## src/rtl/pipe_adder.sv

```systemverilog
// Pipelined WIDTH-bit adder/subtractor: the carry chain is cut into CHUNK-bit stages,
// each stage registering its partial sum and carry, with valid/ready on both sides.
module pipe_adder #(
    parameter int unsigned WIDTH = 8,  // >= 2
    parameter int unsigned CHUNK = 4   // must divide WIDTH
) (
    input  logic             clk,
    input  logic             rst_n,
    input  logic             in_valid,
    output logic             in_ready,
    input  logic [WIDTH-1:0] a,
    input  logic [WIDTH-1:0] b,
    input  logic             cin,
    input  logic             sub,
    output logic             out_valid,
    input  logic             out_ready,
    output logic [WIDTH-1:0] sum,
    output logic             cout,
    output logic             ovf
);

    localparam int unsigned STAGES = WIDTH / CHUNK;

    logic             advance;
    logic [WIDTH-1:0] b_eff;
    logic             c_eff;

    // Stage inputs (from the previous stage's registers, or the ports for stage 0).
    logic [WIDTH-1:0] a_in [STAGES];
    logic [WIDTH-1:0] b_in [STAGES];
    logic [WIDTH-1:0] s_in [STAGES];
    logic             c_in [STAGES];
    logic             v_in [STAGES];

    // Stage register outputs.
    logic [WIDTH-1:0] a_q [STAGES];
    logic [WIDTH-1:0] b_q [STAGES];
    logic [WIDTH-1:0] s_q [STAGES];
    logic             c_q [STAGES];
    logic             v_q [STAGES];
    logic             ovf_q;

    assign b_eff     = sub ? ~b : b;
    assign c_eff     = sub ? 1'b1 : cin;
    assign out_valid = v_q[STAGES-1];
    assign advance   = !(out_valid && !out_ready);
    assign in_ready  = advance;
    assign sum       = s_q[STAGES-1];
    assign cout      = c_q[STAGES-1];
    assign ovf       = ovf_q;

    for (genvar i = 0; i < STAGES; i++) begin : g_stage
        logic [CHUNK:0]     chunk_sum;
        logic [WIDTH-1:0]   chunk_top;
        logic [WIDTH-1:0]   a_r;
        logic [WIDTH-1:0]   b_r;
        logic [WIDTH-1:0]   s_r;
        logic               c_r;
        logic               v_r;

        if (i == 0) begin : g_head
            assign a_in[i] = a;
            assign b_in[i] = b_eff;
            assign s_in[i] = '0;
            assign c_in[i] = c_eff;
            assign v_in[i] = in_valid;
        end else begin : g_body
            assign a_in[i] = a_q[i-1];
            assign b_in[i] = b_q[i-1];
            assign s_in[i] = s_q[i-1];
            assign c_in[i] = c_q[i-1];
            assign v_in[i] = v_q[i-1];
        end

        // Operands shift right one chunk per stage so each stage always adds the low chunk;
        // finished sum chunks enter from the top so the full sum lines up at the last stage.
        assign chunk_sum = {1'b0, a_in[i][CHUNK-1:0]} + {1'b0, b_in[i][CHUNK-1:0]}
                         + {{CHUNK{1'b0}}, c_in[i]};
        assign chunk_top = WIDTH'(chunk_sum[CHUNK-1:0]) << (WIDTH - CHUNK);

        always_ff @(posedge clk or negedge rst_n) begin
            if (!rst_n) begin
                a_r <= '0;
                b_r <= '0;
                s_r <= '0;
                c_r <= 1'b0;
                v_r <= 1'b0;
            end else if (advance) begin
                a_r <= a_in[i] >> CHUNK;
                b_r <= b_in[i] >> CHUNK;
                s_r <= (s_in[i] >> CHUNK) | chunk_top;
                c_r <= chunk_sum[CHUNK];
                v_r <= v_in[i];
            end
        end

        assign a_q[i] = a_r;
        assign b_q[i] = b_r;
        assign s_q[i] = s_r;
        assign c_q[i] = c_r;
        assign v_q[i] = v_r;

        if (i == STAGES - 1) begin : g_tail
            logic carry_msb;
            logic ovf_r;

            // Carry into the MSB recovered from the MSB sum bit and its operand bits.
            assign carry_msb = chunk_sum[CHUNK-1] ^ a_in[i][CHUNK-1] ^ b_in[i][CHUNK-1];

            always_ff @(posedge clk or negedge rst_n) begin
                if (!rst_n) begin
                    ovf_r <= 1'b0;
                end else if (advance) begin
                    ovf_r <= carry_msb ^ chunk_sum[CHUNK];
                end
            end

            assign ovf_q = ovf_r;
        end
    end

endmodule

```

## config.mk

```make
export PLATFORM = sky130hd
export DESIGN_NAME = pipe_adder
export DESIGN_NICKNAME = d
export VERILOG_FILES = /design/src/rtl/pipe_adder.sv
export SDC_FILE = /design/constraint.sdc
export NUM_CORES = 1
export LEC_CHECK = 0
export BUFFER_PORTS_ARGS = -buffer_cell sky130_fd_sc_hd__buf_2
export CAP_MARGIN = 20
export CORE_MARGIN = 2
export CORE_UTILIZATION = 55
export CTS_CLUSTER_SIZE = 40
export DETAILED_ROUTE_END_ITERATION = 12
export GPL_TIMING_DRIVEN = 1
export MAX_ROUTING_LAYER = met4
export PLACE_DENSITY_LB_ADDON = 0.25
export SKIP_CTS_REPAIR_TIMING = 1
export SYNTH_ARGS = -nofsm -noshare
export SYNTH_HDL_FRONTEND = slang
export SYNTH_SLANG_ARGS = --single-unit
```

## constraint.sdc

```tcl
create_clock -name clk -period 5.3 [get_ports clk]
set_input_delay 1.06 -clock clk [delete_from_list [all_inputs] [get_ports clk]]
set_output_delay 1.06 -clock clk [all_outputs]
set_load 0.01 [all_outputs]
```

==> Flow_metrics.wiki, run 1 <==
{| class="wikitable"
! Metric !! Value
|-
| PwrDens || around 390 nW/um2
|-
| Row count || 17
|-
| Number of clock buffers inserted by TritonCTS || 3
|-
| Floorplan die width || roughly 52 um
|-
| Number of primary I/O pins || 34
|-
| Maximum number of pins on one net before global-route repair || 37
|-
| All-Layer GR Usage || 0.189
|-
| Number of instances in the placed design || approximately 160
|-
| Global-route wire length before repair || approximately 3.7 mm
|-
| R2R setup slack || 3400 ps
|-
| Maximum fanout encountered on the critical timing path || 36
|-
| Overflow left after global routing || 0
|-
| Timing-limited maximum frequency || around 360 MHz
|-
| Synthesized netlist net count || approximately 140
|-
| Total die area || between 2000 and 3000 um2
|-
| Worst-case headroom to the max-slew limit || 0.639
|-
| Area growth syn-to-layout || 15.3%
|-
| Comb pwr share || 0.374
|-
| CTS Root Cell || sky130_fd_sc_hd__clkbuf_4
|-
| Hold path startpoint || g_stage[0].v_r$_DFFE_PN0N_
|-
| Half-perimeter wire length of the detailed placement result || around 1.6 mm
|-
| Total via count in the routed design || 842
|-
| FF+latch count, synth || 25
|-
| Critical path launch point type || input pin
|-
| Initial antenna violation count || 0
|-
| Clock slew at the register clock pins of the worst setup and hold paths || 130 ps
|-
| Number of nets with antenna violations after detailed routing || 0
|-
| Area of the core || 2210 um2
|-
| Final critical path time including I/O delays and setup || ~2800 ps
|-
| Number of nets at the end of the flow || 171
|-
| Synthesized area divided by synthesized cell count || 12.3 um2
|-
| Cell with the largest stage delay on the worst path || sky130_fd_sc_hd__buf_4
|-
| Vias per cell || approximately 5.1
|-
| Number of global-route vias before repair || between 900 and 1000
|-
| Data arrival time of the critical path || about 1800 ps
|-
| Reg-to-reg endpoint || ovf$_DFFE_PN0N_
|-
| TritonCTS clock tree || yes
|-
| Reported leakage power || between 0.7 and 0.8 nW
|-
| Effective utilization at floorplan || 0.583
|-
| Distinct cell type count of the synthesized netlist || 17
|-
| Max clock buf depth || 2
|-
| DRC || 0
|-
| Die Y-Extent || 52.4 um
|-
| Count of synthesis-stage warnings from yosys || 0
|-
| Number of inserted filler cells in the final layout || ~180
|-
| Leading register cell type out of synthesis || sky130_fd_sc_hd__dfrtp_1
|-
| Number of hold violations in the final report || 0
|-
| Total wire length || 2.05 mm
|-
| Fraction of final layout cells with drive strength greater than 1 || 0.399
|-
| Cell-internal power || around 0.00039 W
|-
| Largest stage delay, worst path || ~330 ps
|-
| IO buf count || 33
|-
| Routed length per placed instance || ~12 um
|-
| Final worst path period share || 0.531
|-
| Yosys top cell area share || 0.485
|-
| Sequence of cells on the critical path || buf_2 -> nand2b_1 -> buf_4 -> buf_2
|-
| Switching fraction of total power || 0.326
|-
| Antenna diode instance count || 0
|-
| Tightest Pin Transition || approximately 540 ps
|-
| HP Class || reg -> reg
|-
| DRT iter0 DRCs || 9
|-
| Mapped Cells || roughly 110
|-
| Number of pins with negative max-slew slack in the final report || 0
|-
| Largest area contributor in the synthesized netlist || sky130_fd_sc_hd__dfrtp_1
|-
| Most common cell type on the critical path || sky130_fd_sc_hd__buf_2
|-
| # setup viols final || 0
|-
| Cells on Worst Hold Path || 1
|-
| H-tree levels || 1
|-
| Critical Path Sink Type || primary output
|-
| Number of maximum-capacitance constraint violations || 0
|-
| Worst-skew pair later-pin latency || around 320 ps
|-
| Endpoint with the worst hold slack || out_valid$_DFFE_PN0N_
|-
| Synth top cells by count || sky130_fd_sc_hd__dfrtp_1 (25), sky130_fd_sc_hd__mux2_2 (14), sky130_fd_sc_hd__a21oi_1 (10), sky130_fd_sc_hd__nor2_1 (10), sky130_fd_sc_hd__xnor2_1 (9)
|-
| Net switching power || 0.000187 W
|-
| Final RePlAce weighted congestion || roughly 0.70
|-
| Setup Total Neg Slack || 0 ps
|-
| Reg2reg path depth || 8
|-
| Data required, critical path || roughly 4200 ps
|-
| RSZ-0062 raised after global routing || false
|-
| Critical R2R Launch || g_stage[0].a_r[0]$_DFFE_PN0N_
|-
| Post-synth ARST share || 1.00
|-
| Crit Path Class || in -> out
|-
| Maximum vdd drop || around 0.23 mV
|-
| Final Non-Filler Cells || approximately 170
|-
| Netlist area before placement || roughly 1300 um2
|-
| Cells taking the most area after synthesis || sky130_fd_sc_hd__dfrtp_1 (49%), sky130_fd_sc_hd__mux2_2 (12%), sky130_fd_sc_hd__fa_1 (6.2%), sky130_fd_sc_hd__xnor2_1 (6.1%), sky130_fd_sc_hd__ha_1 (5.8%)
|-
| Proportion of synthesized chip area in sequential cells || 0.485
|-
| Result of the run || finished, final reports clean
|-
| Part of the power in the clock network || 0.147
|-
| Number of flops mapped to enable cells by yosys || 0
|-
| Skew final || about 7.5 ps
|-
| Sequential Power Share || 0.479
|-
| Most repeated cell in the gate-level netlist after synthesis || sky130_fd_sc_hd__dfrtp_1
|-
| Sinks on Clock Net || 25
|-
| Number of search-and-repair iterations in the first detailed-routing pass || 3
|}
flip-flops by register name, indices dropped and copies added (netlist names):
register and cells:
sum 8, g_stage.a_r 4, g_stage.b_r 4, g_stage.s_r 4
cout 1, g_stage.c_r 1, g_stage.v_r 1, out_valid 1
ovf 1
placed cells by master, fill, tap and decap left out, types with 3 or more instances in the layout:
| cell | netlist | layout |
|---|---|---|
| sky130_fd_sc_hd__mux2_2 | 14 | 14 |
| sky130_fd_sc_hd__fa_1 | 4 | 4 |
| sky130_fd_sc_hd__clkbuf_4 | 0 | 3 |
| sky130_fd_sc_hd__ha_1 | 6 | 6 |
| sky130_fd_sc_hd__a21o_1 | 3 | 3 |
| sky130_fd_sc_hd__a21oi_1 | 10 | 10 |
| sky130_fd_sc_hd__dfrtp_1 | 25 | 25 |
| sky130_fd_sc_hd__nor2_1 | 10 | 10 |
| sky130_fd_sc_hd__xnor2_1 | 9 | 9 |
| sky130_fd_sc_hd__buf_2 | 3 | 33 |
| sky130_fd_sc_hd__xor2_1 | 6 | 6 |
| sky130_fd_sc_hd__nand2b_1 | 3 | 3 |
| sky130_fd_sc_hd__inv_1 | 3 | 3 |
critical path: cells and delay by family:
kind,cells,cell delay [ps]
and+or+nand+nor,1,80
buffers and inverters,3,600
power by group through the flow:
stage / Clock, W / Sequential [W] / Combinational, W
after floorplan: 0 / 0.000294 / 0.000134
after global placement: 0 / 0.000277 / 0.000211
after detailed placement: 0 / 0.000280 / 0.000219
after CTS: 0.0000871 / 0.000276 / 0.000220
after global routing: 0.0000924 / 0.000283 / 0.000244
final: 0.0000846 / 0.000275 / 0.000215
per-layer routing:
| layer | track usage | vias up | part of all wire |
|---|---|---|---|
| li1 | - | 416 | - |
| met1 | 0.204 | 399 | 0.42 |
| met2 | 0.346 | 23 | 0.52 |
| met3 | 0.0171 | 4 | 0.041 |
| met4 | 0.0897 | 0 | 0.016 |
| met5 | - | - | 0 |
through the flow:
stage	cell area (um2)	total power [W]	utilization	hold WS, ps	setup slack [ps]
2_1_floorplan	1290	0.000429	-	430	2480
3_3_place_gp	1460	0.000488	0.660	439	2430
3_5_place_dp	1460	0.000499	0.660	450	2380
4_1_cts	1490	0.000583	0.672	481	2480
5_1_grt	1490	0.000619	0.672	535	2410
6_report	1490	0.000574	0.672	477	2480
cell families (layout without fill, tap and decap cells):
kind of cell	Yosys count	count (layout)	synth area share
DFF	25	25	0.485
AOI/OAI and AO/OA	17	17	0.0777
and+or+nand+nor	16	16	0.0544
xor gates and xnor gates	15	15	0.102
muxes	14	14	0.122
adders and majority gates	10	10	0.120
buffers and inverters	8	41	0.0379
final cells by class:
type,count,area (um2),share of cell area
Clock buffer,3,22.5,0.0152
Clock inverter,1,5.00,0.00337
Inverter,3,11.3,0.00758
Multi-Input combinational cell,72,614,0.413
Sequential cell,25,626,0.421
Tap cell,28,35.0,0.0236
Timing Repair Buffer,34,173,0.116
worst max path at each step:
stage	slack (ps)	cells after the start	to	startpoint
CTS	2480	4	in_ready	out_ready
finish	2480	4	in_ready	out_ready
detailed placement	2380	7	g_stage[0].c_r$_DFFE_PN0N_	sub
floorplan	2480	7	g_stage[0].c_r$_DFFE_PN0N_	sub
global route	2410	4	in_ready	out_ready
global placement	2430	7	g_stage[0].c_r$_DFFE_PN0N_	sub
(Power assumes the default switching activity.)
==> run 2: changes to the inputs <==
CORE_UTILIZATION = 46   (was 55)
clock period = 2.53 ns   (was 5.3 ns; I/O delays follow)
==> run 2 against run 1 <==
Register-to-register slack worse by 2800 ps. First-iteration DRC count increased to 2.7 times the previous value. Die area up 18%. Clock-buffer cell count increased by 1. Routed wire length fell by 3.9%. Sequential cell count unchanged. Sequential power increased by 110%. Largest cell class unchanged. Largest power group unchanged. Highest routed layer unchanged.
==> Flow_metrics.wiki, run 2 (synthesis gave the netlist of run 1 again) <==
{| class="wikitable"
! Metric !! Value
|-
| M1 GR Usage || 0.171 (-0.0327)
|-
| Number of primary I/O pins || 34 (unchanged)
|-
| Row count || 19 (+2)
|-
| Fraction of final layout cells with drive strength greater than 1 || 0.391 (-0.00725)
|-
| Area of the core || 2710 um2 (+23%)
|-
| Maximum fanout encountered on the critical timing path || 9 (-75%)
|-
| Final RePlAce weighted congestion || 0.744 (+6.7%)
|-
| Maximum number of pins on one net before global-route repair || 37 (unchanged)
|-
| Met3 layer usage reported by global route || 0.0204 (+0.00327)
|-
| Data arrival time of the critical path || 2230 ps (+470 ps)
|-
| Number of clock buffers inserted by TritonCTS || 3 (unchanged)
|-
| Reg-to-reg endpoint || ovf$_DFFE_PN0N_
|-
| Setup Total Neg Slack || 0 ps (unchanged)
|-
| Most common cell after layout, fill and taps aside || sky130_fd_sc_hd__buf_2
|-
| Half-perimeter wire length of the detailed placement result || 1.49 mm (-5.9%)
|-
| Total die area || 3240 um2 (+18%)
|-
| Register area || 626 um2 (unchanged)
|-
| Maximum vdd drop || 0.435 mV (+91%)
|-
| Number of nets with antenna violations after detailed routing || 0 (unchanged)
|-
| Number of maximum-capacitance constraint violations || 0 (unchanged)
|-
| HP Class || in -> async
|-
| Data required, critical path || 2750 ps (-1490 ps)
|-
| Met2 Usage GRT || 0.232 (-0.114)
|-
| Total wire length || 1.97 mm (-3.9%)
|-
| Max clock buf depth || 2 (unchanged)
|-
| Most Used Layer, Global Route || met2
|-
| Number of inserted filler cells in the final layout || 254 (+40%)
|-
| Final critical path time including I/O delays and setup || approximately 2000 ps
|-
| Final worst path period share || 0.796
|-
| All-Layer GR Usage || 0.141 (-0.0476)
|-
| Die Y-Extent || 56.9 um (+8.6%)
|-
| Result of the run || finished, final reports clean
|-
| Number of flip-flops under the largest register name || 8 (unchanged)
|-
| R2R setup slack || 640 ps (-2760 ps)
|-
| Sinks on Clock Net || 25 (unchanged)
|-
| Critical R2R Launch || g_stage[0].c_r$_DFFE_PN0N_
|-
| Number of pins with negative max-slew slack in the final report || 0 (unchanged)
|-
| RSZ-0062 raised after global routing || false
|-
| Clock slew at the register clock pins of the worst setup and hold paths || 130 ps (about the same)
|-
| Reg2reg path depth || 8 (unchanged)
|-
| Worst slack after detailed placement || 169 ps (-2210 ps)
|-
| DRT iter0 DRCs || 24 (+15)
|-
| Number of nets at the end of the flow || 171 (unchanged)
|-
| Critical path launch point type || input pin
|-
| Initial antenna violation count || 0 (unchanged)
|-
| Antenna diode instance count || 0 (unchanged)
|-
| Leading cell types in the layout, fill and taps excluded || sky130_fd_sc_hd__buf_2 (33), sky130_fd_sc_hd__dfrtp_1 (25), sky130_fd_sc_hd__mux2_2 (14)
|-
| Number of search-and-repair iterations in the first detailed-routing pass || 4 (+1)
|-
| Skew final || 6.69 ps (-0.770 ps)
|-
| Global-route wire length before repair || 3.43 mm (-7.4%)
|-
| IO buf count || 33 (unchanged)
|-
| Tightest Pin Transition || 545 ps (+4.36 ps)
|-
| Total via count in the routed design || 819 (-2.7%)
|-
| Area growth syn-to-layout || 16.5%
|-
| Floorplan die width || 56.9 um (+8.6%)
|-
| Crit Path Class || in -> reg
|-
| Multi-input combinational cell area || 614 um2 (unchanged)
|-
| Worst-skew pair later-pin latency || 320 ps (about the same)
|-
| Worst-case headroom to the max-slew limit || 0.636 (-0.00291)
|-
| Effective utilization at floorplan || 0.476 (-0.107)
|-
| Worst setup path start || sub
|-
| # setup viols final || 0 (unchanged)
|-
| DRC || 0 (unchanged)
|-
| CTS Root Cell || sky130_fd_sc_hd__clkbuf_4
|-
| Reported leakage power || 0.709 nW (+0.35%)
|-
| Number of global-route vias before repair || 826 (-9.6%)
|-
| Overflow left after global routing || 0 (unchanged)
|-
| PwrDens || 798 nW/um2 (+110%)
|-
| Number of hold violations in the final report || 0 (unchanged)
|-
| Critical Path Sink Type || flop
|-
| Vias per cell || 4.85 (-4.5%)
|-
| Routed length per placed instance || 11.7 um (-5.6%)
|-
| TritonCTS clock tree || yes
|-
| H-tree levels || 1 (unchanged)
|-
| Timing-limited maximum frequency || a little under 500 MHz
|-
| Termination of the worst setup path || g_stage[0].c_r$_DFFE_PN0N_
|-
| Fin worst setup slack || 515 ps (-1970 ps)
|}
[run 2: metal layers]
| layer | part of all wire | vias to the layer above | wire length (um) |
|---|---|---|---|
| li1 | - | 412 | - |
| met1 | 0.44 | 378 | 877 |
| met2 | 0.49 | 25 | 961 |
| met3 | 0.047 | 4 | 93 |
| met4 | 0.021 | 0 | 41 |
| met5 | 0 | - | 0 |
[run 2: report_power, final]
part / internal (W) / switching (W) / leakage (nW)
combinational: 0.000239 / 0.000212 / 0.406
clock: 0.0000617 / 0.000112 / 0.0150
sequential: 0.000517 / 0.0000564 / 0.289
[run 2: critical path, stage by stage]
cell	delay, ps
sky130_fd_sc_hd__buf_2	180
sky130_fd_sc_hd__or2_2	320
sky130_fd_sc_hd__fa_1	410
sky130_fd_sc_hd__fa_1	410
sky130_fd_sc_hd__a21o_1	170
sky130_fd_sc_hd__a21oi_1	150
sky130_fd_sc_hd__a21oi_1	80
[run 2: worst min path at each step]
stage / start / endpoint / slack, ps / cells after the start
3_3_place_gp: g_stage[0].v_r$_DFFE_PN0N_ / out_valid$_DFFE_PN0N_ / 440 / 1
5_1_grt: rst_n / g_stage[0].a_r[1]$_DFFE_PN0N_ / 170 / 1
3_5_place_dp: g_stage[0].v_r$_DFFE_PN0N_ / out_valid$_DFFE_PN0N_ / 450 / 1
6_report: rst_n / sum[6]$_DFFE_PN0N_ / 150 / 1
4_1_cts: rst_n / g_stage[0].a_r[1]$_DFFE_PN0N_ / 170 / 1
2_1_floorplan: rst_n / cout$_DFFE_PN0N_ / 210 / 0
[run 2: stage by stage]
stage / hold WS, ps / area (um2) / power (W) / std cells / utilization
floorplan: 210 / 1290 / 0.000898 / 105 / -
detailed placement: 454 / 1480 / 0.00104 / 165 / 0.544
global route: 172 / 1500 / 0.00129 / 169 / 0.554
global placement: 438 / 1480 / 0.00103 / 165 / 0.544
CTS: 168 / 1500 / 0.00122 / 169 / 0.554
finish: 151 / 1500 / 0.00120 / 169 / 0.554
[run 2: layout make-up]
class | count | share of cell area
sequential | 25 | 0.417
multi-input combinational | 72 | 0.409
timing repair buffer | 34 | 0.123
tap | 31 | 0.0258
clock buffer | 4 | 0.0175
inverter | 3 | 0.00750
